--- src/rtl/axi_lite_cfg_if.sv ---
// AXI4-Lite bus bundle between the panel_config master and the config slave.
// Every channel transfers on a rising clock edge where valid and ready are both high; valid
// never waits for ready, and payload must stay stable while valid is high and ready is low.
interface axi_lite_cfg_if;
  logic [6:0]  awaddr;
  logic        awvalid;
  logic        awready;
  logic [31:0] wdata;
  logic        wvalid;
  logic        wready;
  logic        bvalid;
  logic [1:0]  bresp;
  logic        bready;
  logic [6:0]  araddr;
  logic        arvalid;
  logic        arready;
  logic [31:0] rdata;
  logic [1:0]  rresp;
  logic        rvalid;
  logic        rready;

  modport master (
    output awaddr, awvalid, wdata, wvalid, bready, araddr, arvalid, rready,
    input  awready, wready, bvalid, bresp, arready, rdata, rresp, rvalid
  );

  modport slave (
    input  awaddr, awvalid, wdata, wvalid, bready, araddr, arvalid, rready,
    output awready, wready, bvalid, bresp, arready, rdata, rresp, rvalid
  );
endinterface

--- src/rtl/axi_lite_cfg_slave.sv ---
// AXI4-Lite config slave: 32x32 register bank with ID/CTRL/STAT/CLR and a show-ahead
// command FIFO drained by the DSI command path.
module axi_lite_cfg_slave #(
  parameter logic [31:0] ID_VALUE  = 32'h4453_4931,
  parameter int          CMD_DEPTH = 16,
  parameter int          CMD_AW    = 4
) (
  input  logic               i_sys_clk,
  input  logic               i_arstn,
  axi_lite_cfg_if.slave      bus,
  output logic [31:0]        ctrl,
  output logic [31:0]        cmd_data,
  output logic               cmd_valid,
  input  logic               cmd_ready,
  output logic [2:0]         wr_state_dbg
);

  typedef enum logic [2:0] {
    WR_IDLE = 3'd0,
    WR_ADDR = 3'd1,
    WR_DATA = 3'd2,
    WR_EXEC = 3'd3,
    WR_RESP = 3'd4
  } wr_state_t;

  localparam logic [4:0] A_ID   = 5'd0;
  localparam logic [4:0] A_CTRL = 5'd1;
  localparam logic [4:0] A_STAT = 5'd2;
  localparam logic [4:0] A_CLR  = 5'd3;
  localparam logic [4:0] A_CMD  = 5'd4;

  wr_state_t   wr_state, wr_next;
  logic        live;
  logic        aw_fire, w_fire, ar_fire, exec, push, pop, full, empty, ovf;
  logic [4:0]  aw_word;
  logic [31:0] wdata_q, rd_mux, stat, rdata_q;
  logic [1:0]  bresp_q;
  logic [7:0]  wr_cnt;
  logic        rvalid_q;
  logic [31:0] regs [32];
  logic [31:0] mem [CMD_DEPTH];
  logic [CMD_AW:0] wptr, rptr, level;
  wire         unused_addr_bits = ^{bus.awaddr[1:0], bus.araddr[1:0]};

  // Keeps every ready low while reset is held and for the first cycle after release.
  always_ff @(posedge i_sys_clk or negedge i_arstn)
    if (!i_arstn) live <= 1'b0;
    else          live <= 1'b1;

  assign bus.awready = live && (wr_state == WR_IDLE || wr_state == WR_DATA);
  assign bus.wready  = live && (wr_state == WR_IDLE || wr_state == WR_ADDR);
  assign aw_fire     = bus.awvalid && bus.awready;
  assign w_fire      = bus.wvalid && bus.wready;

  always_ff @(posedge i_sys_clk or negedge i_arstn)
    if (!i_arstn) wr_state <= WR_IDLE;
    else          wr_state <= wr_next;

  always_comb begin
    wr_next     = wr_state;
    exec        = 1'b0;
    bus.bvalid  = 1'b0;
    case (wr_state)
      WR_IDLE: begin
        if (aw_fire && w_fire) wr_next = WR_EXEC;
        else if (aw_fire)      wr_next = WR_ADDR;
        else if (w_fire)       wr_next = WR_DATA;
      end
      WR_ADDR: if (w_fire)  wr_next = WR_EXEC;
      WR_DATA: if (aw_fire) wr_next = WR_EXEC;
      WR_EXEC: begin
        exec    = 1'b1;
        wr_next = WR_RESP;
      end
      WR_RESP: begin
        bus.bvalid = 1'b1;
        if (bus.bready) wr_next = WR_IDLE;
      end
      default: wr_next = WR_IDLE;
    endcase
  end

  assign wr_state_dbg = wr_state;
  assign bus.bresp    = bresp_q;

  always_ff @(posedge i_sys_clk or negedge i_arstn)
    if (!i_arstn) begin
      aw_word <= '0;
      wdata_q <= '0;
    end else begin
      if (aw_fire) aw_word <= bus.awaddr[6:2];
      if (w_fire)  wdata_q <= bus.wdata;
    end

  // Register bank, write counter and response code all update in the execute cycle.
  always_ff @(posedge i_sys_clk or negedge i_arstn)
    if (!i_arstn) begin
      for (int i = 0; i < 32; i++) regs[i] <= '0;
      wr_cnt  <= '0;
      bresp_q <= 2'b00;
      ovf     <= 1'b0;
    end else if (exec) begin
      wr_cnt  <= wr_cnt + 8'd1;
      bresp_q <= 2'b00;
      case (aw_word)
        A_ID, A_STAT: ;
        A_CLR: if (wdata_q[0]) ovf <= 1'b0;
        A_CMD: if (full) begin
          ovf     <= 1'b1;
          bresp_q <= 2'b10;
        end
        default: regs[aw_word] <= wdata_q;
      endcase
    end

  assign ctrl = regs[A_CTRL];

  // Command FIFO; full is taken from the registered pointers so a same-cycle pop cannot make room.
  assign level     = wptr - rptr;
  assign full      = level[CMD_AW];
  assign empty     = (wptr == rptr);
  assign push      = exec && (aw_word == A_CMD) && !full;
  assign cmd_valid = !empty;
  assign pop       = cmd_valid && cmd_ready;
  assign cmd_data  = empty ? 32'd0 : mem[rptr[CMD_AW-1:0]];

  always_ff @(posedge i_sys_clk)
    if (push) mem[wptr[CMD_AW-1:0]] <= wdata_q;

  always_ff @(posedge i_sys_clk or negedge i_arstn)
    if (!i_arstn) begin
      wptr <= '0;
      rptr <= '0;
    end else begin
      if (push) wptr <= wptr + 1'b1;
      if (pop)  rptr <= rptr + 1'b1;
    end

  assign stat = {16'd0, wr_cnt, 2'b00, ovf, full, 4'(level)};

  always_comb begin
    rd_mux = regs[bus.araddr[6:2]];
    case (bus.araddr[6:2])
      A_ID:         rd_mux = ID_VALUE;
      A_STAT:       rd_mux = stat;
      A_CLR, A_CMD: rd_mux = 32'd0;
      default:      ;
    endcase
  end

  assign bus.arready = live && !rvalid_q;
  assign ar_fire     = bus.arvalid && bus.arready;

  always_ff @(posedge i_sys_clk or negedge i_arstn)
    if (!i_arstn) begin
      rvalid_q <= 1'b0;
      rdata_q  <= '0;
    end else if (ar_fire) begin
      rvalid_q <= 1'b1;
      rdata_q  <= rd_mux;
    end else if (rvalid_q && bus.rready) begin
      rvalid_q <= 1'b0;
    end

  assign bus.rvalid = rvalid_q;
  assign bus.rdata  = rdata_q;
  assign bus.rresp  = 2'b00;

endmodule

--- src/flat_wrapper.sv ---
// flat-port wrapper written by rule: the top's interface ports become plain ports
module axi_lite_cfg_slave_flat 
#(
  parameter logic [31:0] ID_VALUE  = 32'h4453_4931,
  parameter int          CMD_DEPTH = 16,
  parameter int          CMD_AW    = 4
)
  (i_sys_clk, i_arstn, ctrl, cmd_data, cmd_valid, cmd_ready, wr_state_dbg, bus_awaddr, bus_awvalid, bus_wdata, bus_wvalid, bus_bready, bus_araddr, bus_arvalid, bus_rready, bus_awready, bus_wready, bus_bvalid, bus_bresp, bus_arready, bus_rdata, bus_rresp, bus_rvalid);
  axi_lite_cfg_if bus_i ();
  input  logic i_sys_clk;
  input  logic i_arstn;
  output logic [31:0] ctrl;
  output logic [31:0] cmd_data;
  output logic cmd_valid;
  input  logic cmd_ready;
  output logic [2:0] wr_state_dbg;
  input wire logic [$bits(bus_i.awaddr)-1:0] bus_awaddr;
  input wire logic [$bits(bus_i.awvalid)-1:0] bus_awvalid;
  input wire logic [$bits(bus_i.wdata)-1:0] bus_wdata;
  input wire logic [$bits(bus_i.wvalid)-1:0] bus_wvalid;
  input wire logic [$bits(bus_i.bready)-1:0] bus_bready;
  input wire logic [$bits(bus_i.araddr)-1:0] bus_araddr;
  input wire logic [$bits(bus_i.arvalid)-1:0] bus_arvalid;
  input wire logic [$bits(bus_i.rready)-1:0] bus_rready;
  output wire logic [$bits(bus_i.awready)-1:0] bus_awready;
  output wire logic [$bits(bus_i.wready)-1:0] bus_wready;
  output wire logic [$bits(bus_i.bvalid)-1:0] bus_bvalid;
  output wire logic [$bits(bus_i.bresp)-1:0] bus_bresp;
  output wire logic [$bits(bus_i.arready)-1:0] bus_arready;
  output wire logic [$bits(bus_i.rdata)-1:0] bus_rdata;
  output wire logic [$bits(bus_i.rresp)-1:0] bus_rresp;
  output wire logic [$bits(bus_i.rvalid)-1:0] bus_rvalid;
  assign bus_i.awaddr = bus_awaddr;
  assign bus_i.awvalid = bus_awvalid;
  assign bus_i.wdata = bus_wdata;
  assign bus_i.wvalid = bus_wvalid;
  assign bus_i.bready = bus_bready;
  assign bus_i.araddr = bus_araddr;
  assign bus_i.arvalid = bus_arvalid;
  assign bus_i.rready = bus_rready;
  assign bus_awready = bus_i.awready;
  assign bus_wready = bus_i.wready;
  assign bus_bvalid = bus_i.bvalid;
  assign bus_bresp = bus_i.bresp;
  assign bus_arready = bus_i.arready;
  assign bus_rdata = bus_i.rdata;
  assign bus_rresp = bus_i.rresp;
  assign bus_rvalid = bus_i.rvalid;
  axi_lite_cfg_slave #(.ID_VALUE(ID_VALUE), .CMD_DEPTH(CMD_DEPTH), .CMD_AW(CMD_AW)) u_core (.i_sys_clk(i_sys_clk), .i_arstn(i_arstn), .bus(bus_i), .ctrl(ctrl), .cmd_data(cmd_data), .cmd_valid(cmd_valid), .cmd_ready(cmd_ready), .wr_state_dbg(wr_state_dbg));
endmodule
--- config.mk ---
export PLATFORM = sky130hd
export DESIGN_NAME = axi_lite_cfg_slave_flat
export DESIGN_NICKNAME = d
export VERILOG_FILES = /design/src/rtl/axi_lite_cfg_if.sv /design/src/rtl/axi_lite_cfg_slave.sv /design/src/flat_wrapper.sv
export SDC_FILE = /design/constraint.sdc
export NUM_CORES = 2
export LEC_CHECK = 0
export CORE_ASPECT_RATIO = 1.4
export CORE_MARGIN = 1
export CORE_UTILIZATION = 44
export DETAILED_ROUTE_END_ITERATION = 10
export DONT_BUFFER_PORTS = 1
export PLACE_DENSITY_LB_ADDON = 0.05
export SLEW_MARGIN = 20
export SYNTH_ARGS = -nofsm -noshare
export SYNTH_HDL_FRONTEND = slang
export SYNTH_SLANG_ARGS = --single-unit
export TNS_END_PERCENT = 100
--- constraint.sdc ---
create_clock -name i_sys_clk -period 11.6 [get_ports i_sys_clk]
set_clock_uncertainty 0.1 [all_clocks]
set_input_delay 1.74 -clock i_sys_clk [delete_from_list [all_inputs] [get_ports i_sys_clk]]
set_output_delay 1.74 -clock i_sys_clk [all_outputs]
set_load 0.1 [all_outputs]
### Yosys cells after proc, flatten, opt, wreduce, memory -nomap -nowiden

Memory sizes are Yosys's and may differ from the RTL's.
Index checks and enable logic that the tools add are counted.

| operators by class | value |
|---|---|
| multiplexer cells | 26 |
| equal/unequal tests | 17 |
| divide/modulo/power cells | 0 |
| reduce and logical (&&, ||, !) cells | 27 |
| multiply operators | 0 |
| bitwise gates (word level) | 3 |
| add/sub/neg operators | 4 |
| $lt $le $gt $ge | 3 |
| shifts and indexed selects | 0 |

Operators with widths:

| kind | number |
|---|---|
| 1024-bit bitwise mux | 1 |
| 32-bit binary-select mux with 5-bit select | 1 |
| 32-bit demux with 5-bit select | 1 |
| 32-bit 2-to-1 mux | 4 |
| 32-bit case mux with 3 select lines | 1 |
| 5-bit by 2-bit == test with 1-bit output (second input constant) | 4 |
| 3-bit 2-to-1 mux | 6 |
| 3-bit case mux with 5 select lines | 1 |
| 6-bit >= comparator (second input constant) | 2 |
| 1-bit logical AND | 12 |
| 5-bit NOT with 6-bit output | 2 |
| 5-bit by 1-bit adder with 5-bit output (second input constant) | 2 |
| 5-bit by 3-bit == test with 1-bit output (second input constant) | 2 |
| 5-bit zero test | 2 |
| 8-bit by 1-bit adder with 8-bit output (second input constant) | 1 |
| 1-bit 2-to-1 mux | 8 |
| 2-bit by 1-bit inequality test with 1-bit output (second input constant) | 4 |
| 4-bit AND reduction | 2 |
| 3-bit by 2-bit == test with 1-bit output (second input constant) | 2 |
| 6-bit by 1-bit < comparator with 1-bit output (second input constant) | 1 |
| 5-bit == test | 1 |
| 5-bit subtractor | 1 |
| 2-bit 2-to-1 mux | 2 |
| 4-bit by 2-bit inequality test with 1-bit output (second input constant) | 1 |
| other kinds (12) | 16 |

| storage, ports and cells | value |
|---|---|
| register bits | 1119 |
| RAM bits | 512 |
| input bits | 54 |
| output and inout bits | 109 |
| memories kept | 1 |
| word-level logic and storage cells | 124 |
| bits in latches | 0 |
| ROM bits | 0 |

Memories:

| memory | depth | bits a word | rd ports | clocked after Yosys merged registers in | write ports | RTL line | source |
|---|---|---|---|---|---|---|---|
| u_core.mem | 16 | 32 | 1 | 0 | 1 | axi_lite_cfg_slave.sv:41 | `logic [31:0] mem [CMD_DEPTH];` |

### Depth between registers and ports, before layout

| depth | value |
|---|---|
| depth after elaboration | 8 |
| mapped depth | 11 |
| mapped depth without buffers | 9 |

### Least setup slack after synthesis

Ideal clock, no wire load.

| timing path | value |
|---|---|
| path kind | register -> register |
| start point | reg u_core.rptr[1] |
| end point | mem u_core.mem[3][0], enable pin |
| required time | 11.039 ns |
| buffers on the path | 4 |
| period minus slack after synthesis | 5.094 ns |
| library setup time | 0.461 ns |
| cell stages (with the launch flop) | 12 |
| path slack | 6.506 ns |
| data arrival time | 4.533 ns |
| cells stage by stage | dfrtp_1 -> clkbuf_1 -> buf_2 -> buf_1 -> inv_1 -> fa_1 -> nand3_1 -> and3_1 -> o2111a_1 -> clkbuf_1 -> nand2_1 -> nor3_1 |

| between the ends | value |
|---|---|
| word-level cells in the longest chain between the ends | 5 |

RTL lines:

| what | RTL line | source |
|---|---|---|
| from (decl) | axi_lite_cfg_slave.sv:42 | `logic [CMD_AW:0] wptr, rptr, level;` |
| from (signal assigned) | axi_lite_cfg_slave.sv:136 | `if (pop) rptr <= rptr + 1'b1;` |
| 5-bit subtractor | axi_lite_cfg_slave.sv:119 | `assign level = wptr - rptr;` |
| 1-bit zero test | axi_lite_cfg_slave.sv:122 | `assign push = exec && (aw_word == A_CMD) && !full;` |
| 1-bit logical AND | axi_lite_cfg_slave.sv:122 |  |
| 1-bit 2-to-1 mux | axi_lite_cfg_slave.sv:128 | `if (push) mem[wptr[CMD_AW-1:0]] <= wdata_q;` |
| 1-bit 2-to-1 mux (not written as such) | axi_lite_cfg_slave.sv:128 |  |
| to (decl) | axi_lite_cfg_slave.sv:41 |  |

No other way between the ends.

### Final worst setup path

| timing path | value |
|---|---|
| start point | reg u_core.rptr[0] |
| end point | out cmd_data[25] |

| between the ends | value |
|---|---|
| word-level cells in the longest chain between the ends | 2 |
| elaborated cells between the ends (all ways) | 3 |
| classes of those cells | eq/ne: 1; mux: 1; memory: 1 |

RTL lines:

| what | RTL line | source |
|---|---|---|
| memory read 16 x 32 bit / 5-bit == test (equally long branches) | n/a |  |
| 32-bit 2-to-1 mux * | axi_lite_cfg_slave.sv:125 | `assign cmd_data = empty ? 32'd0 : mem[rptr[CMD_AW-1:0]];` |
| to (decl) | flat_wrapper.sv:13 | `output logic [31:0] cmd_data;` |

Every way passes the cells marked *; elsewhere a longest branch is shown, timed or not.

==> metrics.txt <==
outcome complete, no violations; Setup crit end cmd_data[25]; synthesized area 68600 µm²; htree depth 4; number of synthesized register bits roughly 1600; core footprint 155000 µm²; DRT iter0 DRCs roughly 2200; largest net degree at the start of global routing around 280; Post-synth EDFFs 512; maximum VDD drop 0.341 mV; fin cells approximately 6000; final wirelength about 190000 µm; synth top area cells dfrtp_1 40%, edfxtp_1 22%, mux2_2 16%; Num CTS Buffers approximately 160; Seq pwr share between 40% and 50%; IO Pins 163; GRT Residual Overflow 0; Placed Cells between 5000 and 6000; CP startpoint u_core.rptr[0]$_DFFE_PN0P_; reg2reg start u_core.rptr[0]$_DFFE_PN0P_; FF-to-FF End u_core.mem[6][4]$_DFFE_PP_; Hold WS between 200 and 300 ps; setup TNS 0 ps; min Tclk post-route ~6500 ps; prevailing post-synth register cell dfrtp_1; Synth Area per Inst between 15 and 20 µm²; Max-Cap Viols 0; total track usage approximately 24%; Total Nets Final a little under 4000; P_int 13.0 mW; post-synth top area cell dfrtp_1; FF-to-FF setup slack approximately 6600 ps; worst slack, placed 5770 ps; Comb pwr share a little over a quarter; Synth Instances a little over 4000; Area Growth Syn to Fin 10.6%; R2R depth 9; Setup crit end kind output pin; num rows 171; clock power share 28.2%; total power just under 20 mW; cts hold-fix bufs 0; worst skew pair latency slightly above 800 ps; Worst-path clk slew about 60 ps; required time of the worst setup path 9760 ps; slew at the pin with the worst max-slew slack around 1200 ps; CTS tree built; Unique masters post-synth between 60 and 70; die height around 470 µm; DRC 0; sw power roughly 6.5 mW; final setup violation count 0; Hold Crit Depth 0; Finished Cell Area roughly 76000 µm²; CTS root buf clkbuf_16; ys async rst share 68.3%; RD Place Congestion 0.772; IO buf count 0; leakage power 32.5 nW; worst min path class reg -> reg; PD cells between 200 and 300 nW/µm²; final hold viol count 0; Final period util a little under three fifths; dpl hpwl approximately 100000 µm; fmax between 0.15 and 0.2 GHz; Slew Viols, Final 0; Seq/Total Area, Yosys a little over three fifths; vias in the first global route 39603; share of layout cells above drive strength 1 between 40% and 50%; Vias approximately 35000; fin util between 40% and 50%; Synth top area share 40.2%; clk sink count 1614; Yosys Warn Count 0; Slew HR between 10% and 20%; first-pass GRT wire length 275000 µm; Via-to-Cell Ratio 5.82; most frequent cells in the layout 1096 x dfrtp_1, 959 x mux2_2, 512 x edfxtp_1; CTS Buffer Depth 3; worst-path fanout max 40; Worst EP arrival about 4700 ps; die width ~340 µm; Net Sw Frac 33.4%; WS Path Type reg -> out; CP Launch Type flop; leading cell type in the layout, fill and taps excluded dfrtp_1; filler instances 12938; Starting Density roughly 44%; post-CTS sizing 0; Avg WL per Cell 30.8 µm; Setup Fix Bufs, Post-CTS 0; DRT antenna net count 0; setup repair after global routing missed its margin no; initial antenna violation count 3; die area 158000 µm²; Pre-Repair DR Iteration Count 5; dpl cell area about 70000 µm²; Setup WS post-layout slightly above 5000 ps
-- cells by family (layout without fill, tap and decap cells) --
family,after synthesis,in the layout,share of synthesized area [%]
AOI/OAI and AO/OA,198,198,2.05
buffers and inverters,492,420,3.31
muxes,1436,1436,29.4
and+or+nand+nor,280,280,2.13
xor gates and xnor gates,17,17,0.217
adders and majority gates,11,11,0.212
other,2,7,0.0109
DFF,1614,1614,62.6
-- Yosys cell counts, drive strengths merged, types with 12 or more instances --
| library cell | n |
|---|---|
| a21oi | 31 |
| o21ai | 19 |
| buf | 205 |
| mux2 | 965 |
| nor2b | 52 |
| dfrtp | 1102 |
| clkbuf | 275 |
| nand2 | 62 |
| o22ai | 22 |
| nor3 | 21 |
| edfxtp | 512 |
| a221oi | 19 |
| mux2i | 102 |
| a31oi | 12 |
| a22oi | 35 |
| nor2 | 48 |
| nand3 | 28 |
| inv | 12 |
| mux4 | 369 |
| and3 | 20 |
-- worst min path at each step --
stage | from | end | slack [ps]
final | u_core.regs[1007]$_DFFE_PN0P_ | u_core.regs[1007]$_DFFE_PN0P_ | 270
after global routing | u_core.regs[897]$_DFFE_PN0P_ | u_core.regs[897]$_DFFE_PN0P_ | 280
after CTS | u_core.regs[907]$_DFFE_PN0P_ | u_core.regs[907]$_DFFE_PN0P_ | 280
after detailed placement | u_core.regs[940]$_DFFE_PN0P_ | u_core.regs[940]$_DFFE_PN0P_ | 260
after global placement | u_core.regs[907]$_DFFE_PN0P_ | u_core.regs[907]$_DFFE_PN0P_ | 260
after floorplan | u_core.regs[896]$_DFFE_PN0P_ | u_core.regs[896]$_DFFE_PN0P_ | 320
-- critical path, stage by stage (launching register included) --
cell and delay [ps]:
dfrtp_4 830, buf_4 650, buf_4 780, mux4_2 360, mux4_2 300, nor2b_2 880
-- metal layers --
metal	global-route usage, %	vias to the layer above	part of all wire (%)
met3	4.61	245	4.5
met2	43.0	699	52
met4	6.94	0	2.5
li1	-	14803	-
met1	30.2	19528	41
met5	0	-	0
-- registers in the layout, indices dropped and copies added (netlist names), 5 cells and up --
signal and cells:
u_core.bus.rdata 32, u_core.regs 976, u_core.wptr 5, u_core.mem 512, u_core.rptr 5, u_core.wr_cnt 8, u_core.aw_word 5, u_core.ctrl 32
u_core.wdata_q 32
-- area by class of cell --
cell class	instances	area [µm²]	share of cell area, %
Tap cell	2076	2600	3.42
Inverter	12	45.0	0.0594
Antenna cell	3	7.51	0.00989
Clock inverter	68	881	1.16
Sequential cell	1614	43000	56.6
Timing Repair Buffer	107	963	1.27
Multi-Input combinational cell	1946	23700	31.2
Clock buffer	233	4740	6.25
-- power by group through the flow --
stage | Clock [mW] | Combinational [mW] | Sequential [mW]
finish | 5.50 | 5.33 | 8.71
floorplan | 0 | 4.31 | 8.37
global placement | 0 | 5.20 | 8.66
global route | 5.85 | 5.68 | 8.88
CTS | 5.64 | 5.40 | 8.70
detailed placement | 0 | 5.38 | 8.81
Note: power is estimated with default switching activity, not from simulation.
